==> src/rtl/mac_encode_pipe_if.sv <==
// Handshake bundle for mac_encode_pipe: request vector in, encoded lowest-set-bit result out.
interface mac_encode_pipe_if #(
   parameter int W  = 16,
   parameter int IW = 4
);
   logic [W-1:0]  in_vec;
   logic          in_vld;
   logic          in_rdy;
   logic [IW-1:0] out_idx;
   logic          out_zero;
   logic          out_multi;
   logic          out_vld;
   logic          out_rdy;

   // Producer/consumer side of the block (drives in_*, consumes out_*).
   modport master (
      output in_vec, in_vld, out_rdy,
      input  in_rdy, out_idx, out_zero, out_multi, out_vld
   );

   // The encoder itself.
   modport slave (
      input  in_vec, in_vld, out_rdy,
      output in_rdy, out_idx, out_zero, out_multi, out_vld
   );
endinterface

==> src/rtl/mac_encode_pipe.sv <==
// Two-stage pipelined priority encoder (lowest set bit wins) with valid/ready flow control.
// Optional multi-hot detector compiled in when MAC_ENCODE_MULTI_CHECK_EN is defined.
module mac_encode_pipe #(
   parameter int W  = 16,
   parameter int IW = 4
) (
   input  logic              clk,
   input  logic              rst,
   mac_encode_pipe_if.slave  bus
);

   function automatic logic [IW-1:0] f_lowest_idx(input logic [W-1:0] vec);
      logic [IW-1:0] idx;
      idx = '0;
      // Scan downward so the lowest-numbered set bit is the last one written.
      for (int i = W - 1; i >= 0; i--) begin
         if (vec[i]) begin
            idx = IW'(i);
         end
      end
      return idx;
   endfunction

`ifdef MAC_ENCODE_MULTI_CHECK_EN
   function automatic logic f_multi_hot(input logic [W-1:0] vec);
      return |(vec & (vec - {{(W-1){1'b0}}, 1'b1}));
   endfunction
`endif

   logic          r_rdy_en;
   logic          r_s1_full;
   logic [W-1:0]  r_s1_vec;
   logic          r_s2_vld;
   logic [IW-1:0] r_s2_idx;
   logic          r_s2_zero;

   logic          w_s1_adv;
   logic          w_in_rdy;
   logic          w_in_xfer;
   logic          w_out_xfer;
   logic [IW-1:0] w_enc_idx;
   logic          w_enc_zero;

   // Handshake qualifiers; in_rdy stays low until the first edge after reset release.
   always_comb begin
      w_s1_adv   = r_s1_full && (!r_s2_vld || bus.out_rdy);
      w_in_rdy   = r_rdy_en && (!r_s1_full || w_s1_adv);
      w_in_xfer  = bus.in_vld && w_in_rdy;
      w_out_xfer = r_s2_vld && bus.out_rdy;
   end

   // Encode the S1 contents ahead of the S2 register.
   always_comb begin
      w_enc_idx  = f_lowest_idx(r_s1_vec);
      w_enc_zero = ~|r_s1_vec;
   end

   // Ready-enable: set one cycle after reset release.
   always_ff @(posedge clk or negedge rst) begin
      if (!rst) begin
         r_rdy_en <= 1'b0;
      end else begin
         r_rdy_en <= 1'b1;
      end
   end

   // Stage 1: capture the raw request vector.
   always_ff @(posedge clk or negedge rst) begin
      if (!rst) begin
         r_s1_full <= 1'b0;
         r_s1_vec  <= '0;
      end else if (w_in_xfer) begin
         r_s1_full <= 1'b1;
         r_s1_vec  <= bus.in_vec;
      end else if (w_s1_adv) begin
         r_s1_full <= 1'b0;
      end else begin
         r_s1_full <= r_s1_full;
      end
   end

   // Stage 2: hold the encoded result until the downstream takes it.
   always_ff @(posedge clk or negedge rst) begin
      if (!rst) begin
         r_s2_vld  <= 1'b0;
         r_s2_idx  <= '0;
         r_s2_zero <= 1'b0;
      end else if (w_s1_adv) begin
         r_s2_vld  <= 1'b1;
         r_s2_idx  <= w_enc_idx;
         r_s2_zero <= w_enc_zero;
      end else if (w_out_xfer) begin
         r_s2_vld  <= 1'b0;
      end else begin
         r_s2_vld  <= r_s2_vld;
      end
   end

`ifdef MAC_ENCODE_MULTI_CHECK_EN
   logic r_s2_multi;
   logic w_enc_multi;

   // Multi-hot flag computed from S1, travelling alongside the index.
   always_comb begin
      w_enc_multi = f_multi_hot(r_s1_vec);
   end

   // Stage 2 copy of the multi-hot flag.
   always_ff @(posedge clk or negedge rst) begin
      if (!rst) begin
         r_s2_multi <= 1'b0;
      end else if (w_s1_adv) begin
         r_s2_multi <= w_enc_multi;
      end else begin
         r_s2_multi <= r_s2_multi;
      end
   end

   assign bus.out_multi = r_s2_multi;
`else
   assign bus.out_multi = 1'b0;
`endif

   assign bus.in_rdy   = w_in_rdy;
   assign bus.out_vld  = r_s2_vld;
   assign bus.out_idx  = r_s2_idx;
   assign bus.out_zero = r_s2_zero;

   mac_encode_pipe_chk #(.IW(IW)) u_chk (
      .clk      (clk),
      .rst      (rst),
      .out_vld  (r_s2_vld),
      .out_rdy  (bus.out_rdy),
      .out_idx  (r_s2_idx),
      .out_zero (r_s2_zero)
   );

endmodule

// Output-side protocol properties of the encoder.
module mac_encode_pipe_chk #(
   parameter int IW = 4
) (
   input logic          clk,
   input logic          rst,
   input logic          out_vld,
   input logic          out_rdy,
   input logic [IW-1:0] out_idx,
   input logic          out_zero
);
   a_hold_stable: assert property (@(posedge clk) disable iff (!rst)
      (out_vld && !out_rdy) |=> (out_vld && $stable(out_idx) && $stable(out_zero)));

   a_zero_idx: assert property (@(posedge clk) disable iff (!rst)
      (out_vld && out_zero) |-> (out_idx == '0));
endmodule

==> src/flat_wrapper.sv <==
// flat-port wrapper written by rule: the top's interface ports become plain ports
module mac_encode_pipe_flat 
#(
   parameter int W  = 16,
   parameter int IW = 4
)
  (clk, rst, bus_in_vec, bus_in_vld, bus_out_rdy, bus_in_rdy, bus_out_idx, bus_out_zero, bus_out_multi, bus_out_vld);
  mac_encode_pipe_if #(.W(W), .IW(IW)) bus_i ();
  input  logic clk;
  input  logic rst;
  input wire logic [$bits(bus_i.in_vec)-1:0] bus_in_vec;
  input wire logic [$bits(bus_i.in_vld)-1:0] bus_in_vld;
  input wire logic [$bits(bus_i.out_rdy)-1:0] bus_out_rdy;
  output wire logic [$bits(bus_i.in_rdy)-1:0] bus_in_rdy;
  output wire logic [$bits(bus_i.out_idx)-1:0] bus_out_idx;
  output wire logic [$bits(bus_i.out_zero)-1:0] bus_out_zero;
  output wire logic [$bits(bus_i.out_multi)-1:0] bus_out_multi;
  output wire logic [$bits(bus_i.out_vld)-1:0] bus_out_vld;
  assign bus_i.in_vec = bus_in_vec;
  assign bus_i.in_vld = bus_in_vld;
  assign bus_i.out_rdy = bus_out_rdy;
  assign bus_in_rdy = bus_i.in_rdy;
  assign bus_out_idx = bus_i.out_idx;
  assign bus_out_zero = bus_i.out_zero;
  assign bus_out_multi = bus_i.out_multi;
  assign bus_out_vld = bus_i.out_vld;
  mac_encode_pipe #(.W(W), .IW(IW)) u_core (.clk(clk), .rst(rst), .bus(bus_i));
endmodule
==> config.mk <==
export PLATFORM = sky130hd
export DESIGN_NAME = mac_encode_pipe_flat
export DESIGN_NICKNAME = d
export VERILOG_FILES = /design/src/rtl/mac_encode_pipe_if.sv /design/src/rtl/mac_encode_pipe.sv /design/src/flat_wrapper.sv
export SDC_FILE = /design/constraint.sdc
export NUM_CORES = 1
export LEC_CHECK = 0
export BUFFER_PORTS_ARGS = -buffer_cell sky130_fd_sc_hd__buf_2
export CORE_UTILIZATION = 45
export DETAILED_ROUTE_END_ITERATION = 8
export PLACE_DENSITY = 0.75
export SLEW_MARGIN = 0
export SYNTH_ARGS = -nofsm -noshare
export SYNTH_HDL_FRONTEND = slang
export SYNTH_SLANG_ARGS = --single-unit
==> constraint.sdc <==
create_clock -name clk -period 2.8 [get_ports clk]
set_input_delay 0.56 -clock clk [delete_from_list [all_inputs] [get_ports clk]]
set_output_delay 0.56 -clock clk [all_outputs]
set_load 0.01 [all_outputs]
==> flow_summary.json, run 1 <==
{
  "nNetsFinal": 138,
  "arrival_ns": 1.15,
  "power.density_mw_per_mm2": 596.7,
  "drv_slew": 0,
  "path_max_fanout": 2,
  "cts_tree": "done",
  "grt.met1_usage_pct": 23.21,
  "power.leakage_nw": 0.5793,
  "grt_pass1_wl_mm": 3.256,
  "gr-total-overflow": 0,
  "grtUsageMet2_pct": 26.75,
  "dp_hpwl_mm": 1.388,
  "synth_edf_count": 0,
  "post_cts_resized": 0,
  "portBuffers": 26,
  "avgSynthCellArea_um2": 12.24,
  "hold_viol_final": 0,
  "critical_path.cell_chain": "buf_2, nand3b_1, and2_4, buf_2",
  "fin_crit_ns": 1.711,
  "vias": 767,
  "row_count": 17,
  "fillers": 219,
  "synthToLayoutAreaGrowth_pct": 15.50,
  "wire_per_inst_um": 12.88,
  "slowest_delay_ns": 0.19,
  "clk_latency_ns": 0.30,
  "crit_type": "input port to primary output",
  "via_per_inst": 5.326,
  "gr-usage-met3_pct": 2.976,
  "synth_area_mm2": 0.001090,
  "critPathLaunchType": "input port",
  "io_pins": 28,
  "synth_fp_nets": 109,
  "dieArea_mm2": 0.002622,
  "syn_inst": 89,
  "die_x_um": 51.21,
  "coreArea_mm2": 0.002255,
  "drt_wl_total_mm": 1.854,
  "first_pass_iters": 4,
  "cts-root-buf": "clkbuf_4",
  "clkSinkCount": 24,
  "grt_antenna_before_repair": 0,
  "busiest_layer": "met2",
  "fin_util_pct": 55.83,
  "cts_hold_repair.buffers": 0,
  "endpoint_kind": "primary output",
  "gp_congestion": 0.8454,
  "hp-class": "input port to asynchronous set/reset pin",
  "drtIter0Drc": 15,
  "ys_async_sr_fraction_pct": 100.0,
  "min_period_over_period_pct": 61.10,
  "ys.flop_type": "dfrtp_1",
  "crit_required_ns": 2.24,
  "synth_cell_types": 31,
  "yosysSeqAreaShare_pct": 55.11,
  "crit_slowest_cell": "and2_4",
  "rsz0062_at_grt": "false",
  "drtAntennaViolNets": 0,
  "num_antenna_cells": 0,
  "cts_buffers": 3,
  "start_util_pct": 48.34,
  "tightest_slew_ns": 0.5212,
  "h-tree-depth": 1,
  "drcViolationCount": 0,
  "setup-tns-final_ns": 0,
  "drive_gt1_share_pct": 42.24,
  "clk_pin_slew_ns": 0.12,
  "die_h_um": 51.21,
  "ir_drop_mv": 0.2793,
  "ys_warn_count": 0,
  "crit_top_cell": "buf_2",
  "setup_viol": 0,
  "clockBufferDepth": 2,
  "status": "finished clean",
  "grt_pass1_vias": 724,
  "synth_seq_cells": 24,
  "max-cap-violations": 0,
  "clock.fmax_ghz": 0.5845,
  "post-cts-setup-buffers": 0,
  "grt_max_degree": 25,
  "finalClockSkew_ns": 0.003571,
  "max_slew_margin_pct": 65.25,
  "grt_usage_pct": 16.78
}
[routing by layer]
layer / part of all wire, % / routed length [um] / vias up
li1: - / - / 368
met1: 43 / 804 / 375
met5: 0 / 0 / -
met2: 51 / 946 / 19
met4: 1.5 / 28 / 0
met3: 4.0 / 75 / 5
[logic make-up (layout without fill, tap and decap cells)]
kind of cell / count (synthesis) / in the layout / share of synthesized area (%)
AND/OR/NAND/NOR: 28 / 28 / 13.78
flip-flops: 24 / 24 / 55.11
multiplexers: 17 / 17 / 17.45
AO/OA/AOI/OAI: 12 / 12 / 9.875
buffers and inverters: 6 / 33 / 3.100
other: 2 / 2 / 0.6891
[state kept, by name, summed over array words and instances (netlist names)]
name                 flops
u_core.r_s1_vec         16
u_core.bus.out_vld       1
u_core.bus.out_zero      1
u_core.r_s1_full         1
u_core.r_rdy_en          1
u_core.bus.out_idx       4
[synthesized netlist by cell type, types with 2 or more instances]
| cell type | instances | area share, % |
|---|---|---|
| dfrtp_1 | 24 | 55 |
| mux2_2 | 16 | 17 |
| nor2_1 | 8 | 2.8 |
| nand2_1 | 5 | 1.7 |
| inv_1 | 3 | 1.0 |
| nand2b_1 | 3 | 1.7 |
| nor4_1 | 3 | 1.7 |
| conb_1 | 2 | 0.69 |
| nand3_1 | 2 | 0.92 |
| o21ai_0 | 2 | 0.92 |
[layout make-up]
type	instances	area, um2	share of cell area (%)
flip-flops and latches	24	600.6	47.71
well taps	28	35.03	2.783
clock buffers	3	22.52	1.789
repair buffers	26	130.1	10.34
inverters	4	15.01	1.193
multi-input cells	59	455.4	36.18
[cells in the final DEF, fill, tap and decap left out, types with 2 or more instances in the layout]
| cell type | count |
|---|---|
| buf_2 | 26 |
| clkbuf_4 | 3 |
| conb_1 | 2 |
| dfrtp_1 | 24 |
| inv_1 | 3 |
| mux2_2 | 16 |
| nand2_1 | 5 |
| nand2b_1 | 3 |
| nand3_1 | 2 |
| nor2_1 | 8 |
| nor4_1 | 3 |
| o21ai_0 | 2 |
[power by group]
part           leakage, nW  internal [mW]  switching (mW)
Clock               0.0138         0.0502          0.0930
Sequential           0.291          0.401          0.0535
Combinational        0.274         0.0835          0.0698
[stage by stage]
step                      area, um2  worst slack (ns)  hold slack [ns]  power [mW]  cells
final                          1259             1.089           0.2106      0.7511    144
after global routing           1259             1.015           0.2349      0.8023    144
after CTS                      1259             1.087           0.2249      0.7625    144
after detailed placement       1236             1.081           0.4717      0.6161    141
after global placement         1236             1.119           0.4602      0.6081    141
after floorplan                1090             1.211           0.2644      0.5573     89
[path summary, 6_finish.rpt]
path | startpoint | to | slack (ns) | depth (start not counted)
setup reg to reg | u_core.r_s1_vec[7] | u_core.bus.out_zero | 1.36 | 3
min in group clk | bus_in_vec[14] | u_core.r_s1_vec[14] | 0.48 | 2
max in group asynchronous | rst | u_core.r_s1_full | 2.24 | 1
setup / recovery | bus_out_rdy | bus_in_rdy | 1.09 | 4
hold / removal | rst | u_core.r_s1_vec[4] | 0.21 | 1
hold reg to reg | u_core.bus.out_idx[3] | u_core.bus.out_idx[3] | 0.49 | 2
[worst max-delay path, delay by kind of cell]
kind / cells / cell delay, ns
and+or+nand+nor: 2 / 0.36
buffers and inverters: 2 / 0.23
(Power assumes the default switching activity.)
==> inputs of run 2 (changes only) <==
- ABC_AREA: default -> 1
- clock period: 2.8 -> 1.7 ns (I/O delays scaled with it)
==> run 2 against run 1 <==
Against the previous run:
- area after synthesis shrank 2.8%
- combinational power grew 46%
- setup slack worse by 0.83 ns
- largest cell class unchanged
==> flow_summary.json, run 2 <==
{
  "grt_pass1_wl_mm": 3.360,
  "regArea_um2": 600.6,
  "drt_wl_total_mm": 1.934,
  "cts-root-buf": "clkbuf_4",
  "power.density_mw_per_mm2": 1035,
  "yosysSeqAreaShare_pct": 56.67,
  "hp-class": "input port to flop",
  "min_period_over_period_pct": 84.63,
  "portBuffers": 26,
  "fin_crit_ns": 1.439,
  "first_pass_iters": 4,
  "synthToLayoutAreaGrowth_pct": 20.90,
  "wire_per_inst_um": 10.69,
  "io_pins": 28,
  "finalClockSkew_ns": 0.003926,
  "crit_type": "flop to primary output",
  "multiInputGateArea_um2": 366.6,
  "synth_area_leaders": "dfrtp_1 57%, nand2_1 9.9%, a21oi_1 6.6%",
  "syn_inst": 123,
  "crit_slowest_cell": "dfrtp_1",
  "arrival_ns": 1.10,
  "ir_drop_mv": 0.5278,
  "die_h_um": 50.53,
  "max_slew_margin_pct": 65.24,
  "nNetsFinal": 174,
  "clock.fmax_ghz": 0.6950,
  "endpoint_kind": "primary output",
  "grt_antenna_before_repair": 0,
  "row_count": 17,
  "clk_latency_ns": 0.31,
  "hold_start": "bus_in_vec[15]",
  "layout_commonest_cell": "nand2_1",
  "vias": 867,
  "synth_area_mm2": 0.001060,
  "crit_required_ns": 1.36,
  "largest_reg_flops": 16,
  "clkSinkCount": 24,
  "drtIter0Drc": 26,
  "drcViolationCount": 0,
  "worst_r2r_endpoint": "u_core.bus.out_idx[0]",
  "setup_viol": 0,
  "drive_gt1_share_pct": 24.84,
  "rsz0062_at_grt": "false",
  "coreArea_mm2": 0.002212,
  "power.leakage_nw": 0.6882,
  "yosys.area.top_type": "dfrtp_1",
  "hold_end": "u_core.r_s1_vec[15]",
  "status": "finished clean",
  "whs_ns": 0.2457,
  "grt_pass1_vias": 789,
  "clockBufferDepth": 2,
  "critical_path.cell_chain": "nand3_1, nand2_1, inv_2, buf_2",
  "gr-total-overflow": 0,
  "gp_congestion": 0.8709,
  "via_per_inst": 4.790,
  "synth_edf_count": 0,
  "ys_async_sr_fraction_pct": 100.0,
  "synth_seq_cells": 24,
  "grt_max_degree": 25,
  "path_max_fanout": 3,
  "slowest_delay_ns": 0.42,
  "drv_slew": 0,
  "reg2reg_setup_slack_ns": 0.37,
  "r2r_cells": 16,
  "cts_tree": "done",
  "tightest_slew_ns": 0.5214,
  "fin_util_pct": 57.92,
  "grt_usage_pct": 18.01,
  "clk_pin_slew_ns": 0.13,
  "start_util_pct": 47.91,
  "yosysMostFrequentCell": "nand2_1",
  "cp_num_buf_inv": 2,
  "avgSynthCellArea_um2": 8.616,
  "p_total_mw": 1.327,
  "synth_top_area_share_pct": 56.67,
  "ys.flop_type": "dfrtp_1",
  "die_x_um": 50.53,
  "synth_cell_types": 20,
  "num_antenna_cells": 0,
  "synth_fp_nets": 143,
  "max-cap-violations": 0,
  "top_register": "u_core.r_s1_vec",
  "h-tree-depth": 1,
  "ys_warn_count": 0,
  "dieArea_mm2": 0.002553,
  "hold_viol_final": 0,
  "timing.rr.start": "u_core.r_s1_vec[15]",
  "ys_top_cells_by_count": "28 x nand2_1, 24 x dfrtp_1, 16 x inv_1, 16 x nor2_1, 14 x a21oi_1",
  "cts_buffers": 3,
  "holdPathStages": 2,
  "critPathLaunchType": "flop",
  "crit_family": "flip-flops",
  "final_cell_mix": "28 x nand2_1, 26 x buf_2, 24 x dfrtp_1",
  "dp_hpwl_mm": 1.490,
  "drtAntennaViolNets": 0,
  "setup-tns-final_ns": 0,
  "fillers": 204
}
-- run 2: cell count changes in the layout (fill, tap and decap cells not counted), moves of 2 or more --
cell | previous run | this run
nand3_1 | 2 | 4
mux2_2 | 16 | 2
inv_1 | 3 | 16
nand2_1 | 5 | 28
buf_4 | 0 | 3
nor2_1 | 8 | 16
nand2b_1 | 3 | 0
a21oi_1 | 1 | 14
-- run 2: worst reg2reg max path, stage by stage (launching register included) --
cell and delay (ns):
dfrtp_1 0.43, nand2_1 0.08, nand2_1 0.04, nand2_1 0.05
nand2_1 0.04, nand2_1 0.05, nand2_1 0.04, nand2_1 0.05
nand2_1 0.05, nand2_1 0.06, nand2_1 0.05, nand2_1 0.05
nand2_1 0.04, nand2_1 0.05, nand2_1 0.05, nand2_1 0.05
nand2_1 0.04
-- run 2: layout make-up --
cell class,count,share of cell area (%)
multi-input combinational,78,28.61
timing repair buffer,30,12.70
clock buffer,3,1.758
inverter,17,4.980
tap,28,2.734
clock inverter,1,2.344
sequential,24,46.87
-- run 2: through the flow --
stage	cells	worst slack, ns	instance area, um2
floorplan	123	0.4651	1060
global placement	176	0.3939	1219
detailed placement	176	0.3561	1219
CTS	181	0.2486	1281
global route	181	0.1615	1281
finish	181	0.2612	1281
-- run 2: worst max-delay path by stage --
stage / start / to / slack [ns] / cells after the start
after floorplan: u_core.bus.out_vld / u_core.r_s1_vec[14] / 0.47 / 7
after global placement: u_core.r_s1_vec[15] / u_core.bus.out_idx[0] / 0.39 / 16
after detailed placement: bus_out_rdy / u_core.r_s1_vec[3] / 0.36 / 9
after CTS: u_core.bus.out_vld / bus_in_rdy / 0.25 / 4
after global routing: u_core.bus.out_vld / bus_in_rdy / 0.16 / 4
final: u_core.bus.out_vld / bus_in_rdy / 0.26 / 4
-- run 2: routing by layer --
| metal | GRT usage (%) | wire length, um |
|---|---|---|
| met5 | 0 | 0 |
| met3 | 2.727 | 103 |
| met2 | 29.78 | 922 |
| met1 | 23.12 | 900 |
| met4 | 8.333 | 9 |
-- run 2: cells by family (layout without fill, tap and decap cells) --
kind of cell | count (synthesis) | count (layout) | synth area share (%)
compound gates | 21 | 21 | 10.98
flops | 24 | 24 | 56.67
other cells | 2 | 2 | 0.7086
mux | 2 | 2 | 2.125
buf+inv | 21 | 51 | 8.737
simple gates | 53 | 53 | 20.78
-- run 2: repair_timing --
action / in CTS / in global routing
hold buffers: 1 / 0
setup buffers: 0 / 0
endpoints found under the hold margin: 24 / 0
resized for setup: 0 / 0
-- run 2: power breakdown --
group          internal [mW]  total [mW]  switching (mW)
Combinational         0.0923       0.223           0.131
Sequential             0.645       0.691          0.0454
Clock                  0.238       0.413           0.174
==> inputs of run 3 (changes only) <==
- clock period: 1.7 -> 1.5 ns (I/O delays scaled with it)
==> run 3 against run 2 <==
Against the previous run:
- hold slack worse by 0.016 ns
- die area unchanged
- sequential share of layout area up 1.1 points
- design area down 2.3%
- clock power down 37%
- critical path type unchanged
- sequential power up 13%
- first-iteration DRC count down 15%
- clock skew down 0.0033 ns
- routed wire length down 3.8%
- highest routed layer unchanged
- critical endpoint unchanged
==> flow_summary.json, run 3 (same netlist as run 2, synthesis figures left out) <==
{
  "status": "finished clean",
  "grt_pass1_wl_mm": 3.160,
  "cts-root-buf": "clkbuf_4",
  "gr-total-overflow": 0,
  "drv_slew": 0,
  "tightest_slew_ns": 0.5197,
  "max-cap-violations": 0,
  "ir_drop_mv": 0.5407,
  "setup_viol": 0,
  "critPathLaunchType": "flop",
  "cts_hold_repair.buffers": 1,
  "switchingPower_mw": 0.3650,
  "power_frac_comb_pct": 19.4,
  "num_antenna_cells": 0,
  "h-tree-depth": 1,
  "row_count": 17,
  "grt_antenna_before_repair": 0,
  "cts_buffers": 3,
  "vias": 883,
  "first_pass_iters": 4,
  "p_clk_share_pct": 20.2,
  "slowest_delay_ns": 0.41,
  "clock.fmax_ghz": 0.7309,
  "io_pins": 28,
  "portBuffers": 26,
  "drcViolationCount": 0,
  "clockBufferDepth": 2,
  "drive_gt1_share_pct": 24.34,
  "clk_latency_ns": 0.30,
  "rsz0062_at_grt": "false",
  "dieArea_mm2": 0.002553,
  "gp_congestion": 0.8123,
  "fin_crit_ns": 1.368,
  "synthToLayoutAreaGrowth_pct": 18.06,
  "grt_pass1_vias": 787,
  "start_util_pct": 47.91,
  "post_cts_resized": 0,
  "finalClockSkew_ns": 0.0006588,
  "endpoint_kind": "primary output",
  "grt_usage_pct": 16.90,
  "setup-tns-final_ns": 0,
  "setup_slack_ns": 0.1318,
  "hold_viol_final": 0,
  "crit_required_ns": 1.20,
  "top_register": "u_core.r_s1_vec",
  "pre_cts_ws_ns": 0.1615,
  "swShare_pct": 28.19,
  "drt_wl_total_mm": 1.860,
  "largest_reg_flops": 16,
  "path_max_fanout": 3,
  "internal-power_mw": 0.9295,
  "crit_type": "flop to primary output",
  "layout_commonest_cell": "nand2_1",
  "power.leakage_nw": 0.6740,
  "dp_hpwl_mm": 1.453,
  "coreArea_mm2": 0.002212,
  "cts_tree": "done",
  "final_cell_mix": "28 x nand2_1, 26 x buf_2, 24 x dfrtp_1",
  "hp-class": "input port to flop",
  "crit_slowest_cell": "dfrtp_1",
  "drtAntennaViolNets": 0,
  "power.density_mw_per_mm2": 1035,
  "drtIter0Drc": 22,
  "nNetsFinal": 174,
  "max_slew_margin_pct": 65.35,
  "min_period_over_period_pct": 91.21,
  "die_h_um": 50.53,
  "pwr-share-seq_pct": 60.4,
  "wire_per_inst_um": 10.33,
  "critical_path.cell_chain": "nand3_1, nand2_1, inv_2, buf_2",
  "arrival_ns": 1.07,
  "die_x_um": 50.53,
  "via_per_inst": 4.906,
  "post-cts-setup-buffers": 0,
  "grt_max_degree": 25,
  "clk_pin_slew_ns": 0.11,
  "clkSinkCount": 24
}
-- run 3: cell types whose count changed in the layout (fill, tap and decap cells not counted) --
cell / previous run / this run
bufinv_16: 1 / 0
-- run 3: path summary, 6_finish.rpt --
kind / startpoint / to / slack, ns / depth (start not counted)
setup / recovery: u_core.bus.out_vld / bus_in_rdy / 0.13 / 4
hold / removal: bus_in_vec[0] / u_core.r_s1_vec[0] / 0.23 / 2
setup reg to reg: u_core.r_s1_vec[15] / u_core.bus.out_idx[3] / 0.15 / 3
hold reg to reg: u_core.bus.out_idx[0] / u_core.bus.out_idx[0] / 0.49 / 2
max in group asynchronous: rst / u_core.r_s1_vec[10] / 0.67 / 2
min in group asynchronous: rst / u_core.bus.out_idx[0] / 0.49 / 2
-- run 3: layout make-up --
cell class / instances / area (um2)
Tap cell: 28 / 35.03
Clock buffer: 3 / 22.52
Multi-Input combinational cell: 78 / 366.6
Fill cell: 211 / 960.9
Sequential cell: 24 / 600.6
Timing Repair Buffer: 30 / 162.7
Inverter: 17 / 63.81
-- run 3: layer usage --
metal / up-vias / share of wire (%) / track usage, %
met3: 4 / 6.1 / 3.333
met5: - / 0 / 0
met2: 30 / 50 / 28.00
met1: 405 / 43 / 20.31
met4: 0 / 1.7 / 9.722
li1: 444 / - / -
-- run 3: stage by stage --
stage | std cells | cell area [um2] | hold slack (ns) | total power [mW] | util [%]
finish | 180 | 1251 | 0.2299 | 1.295 | 56.56
global route | 180 | 1251 | 0.2116 | 1.387 | 56.56
CTS | 180 | 1251 | 0.2269 | 1.312 | 56.56
detailed placement | 176 | 1219 | 0.3066 | 1.047 | 55.09
global placement | 176 | 1219 | 0.2954 | 1.036 | 55.09
floorplan | 123 | 1060 | 0.004409 | 0.9537 | -
-- run 3: power by group through the flow --
stage | clock [mW] | sequential (mW) | combinational [mW]
6_report | 0.261 | 0.781 | 0.252
5_1_grt | 0.304 | 0.791 | 0.292
4_1_cts | 0.275 | 0.781 | 0.256
3_5_place_dp | 0 | 0.794 | 0.253
3_3_place_gp | 0 | 0.789 | 0.247
2_1_floorplan | 0 | 0.794 | 0.160
-- run 3: worst max-delay path, delay by kind of cell (launching register included) --
family,cells,cell delay (ns)
simple gates,2,0.19
buf+inv,2,0.16
flops,1,0.41
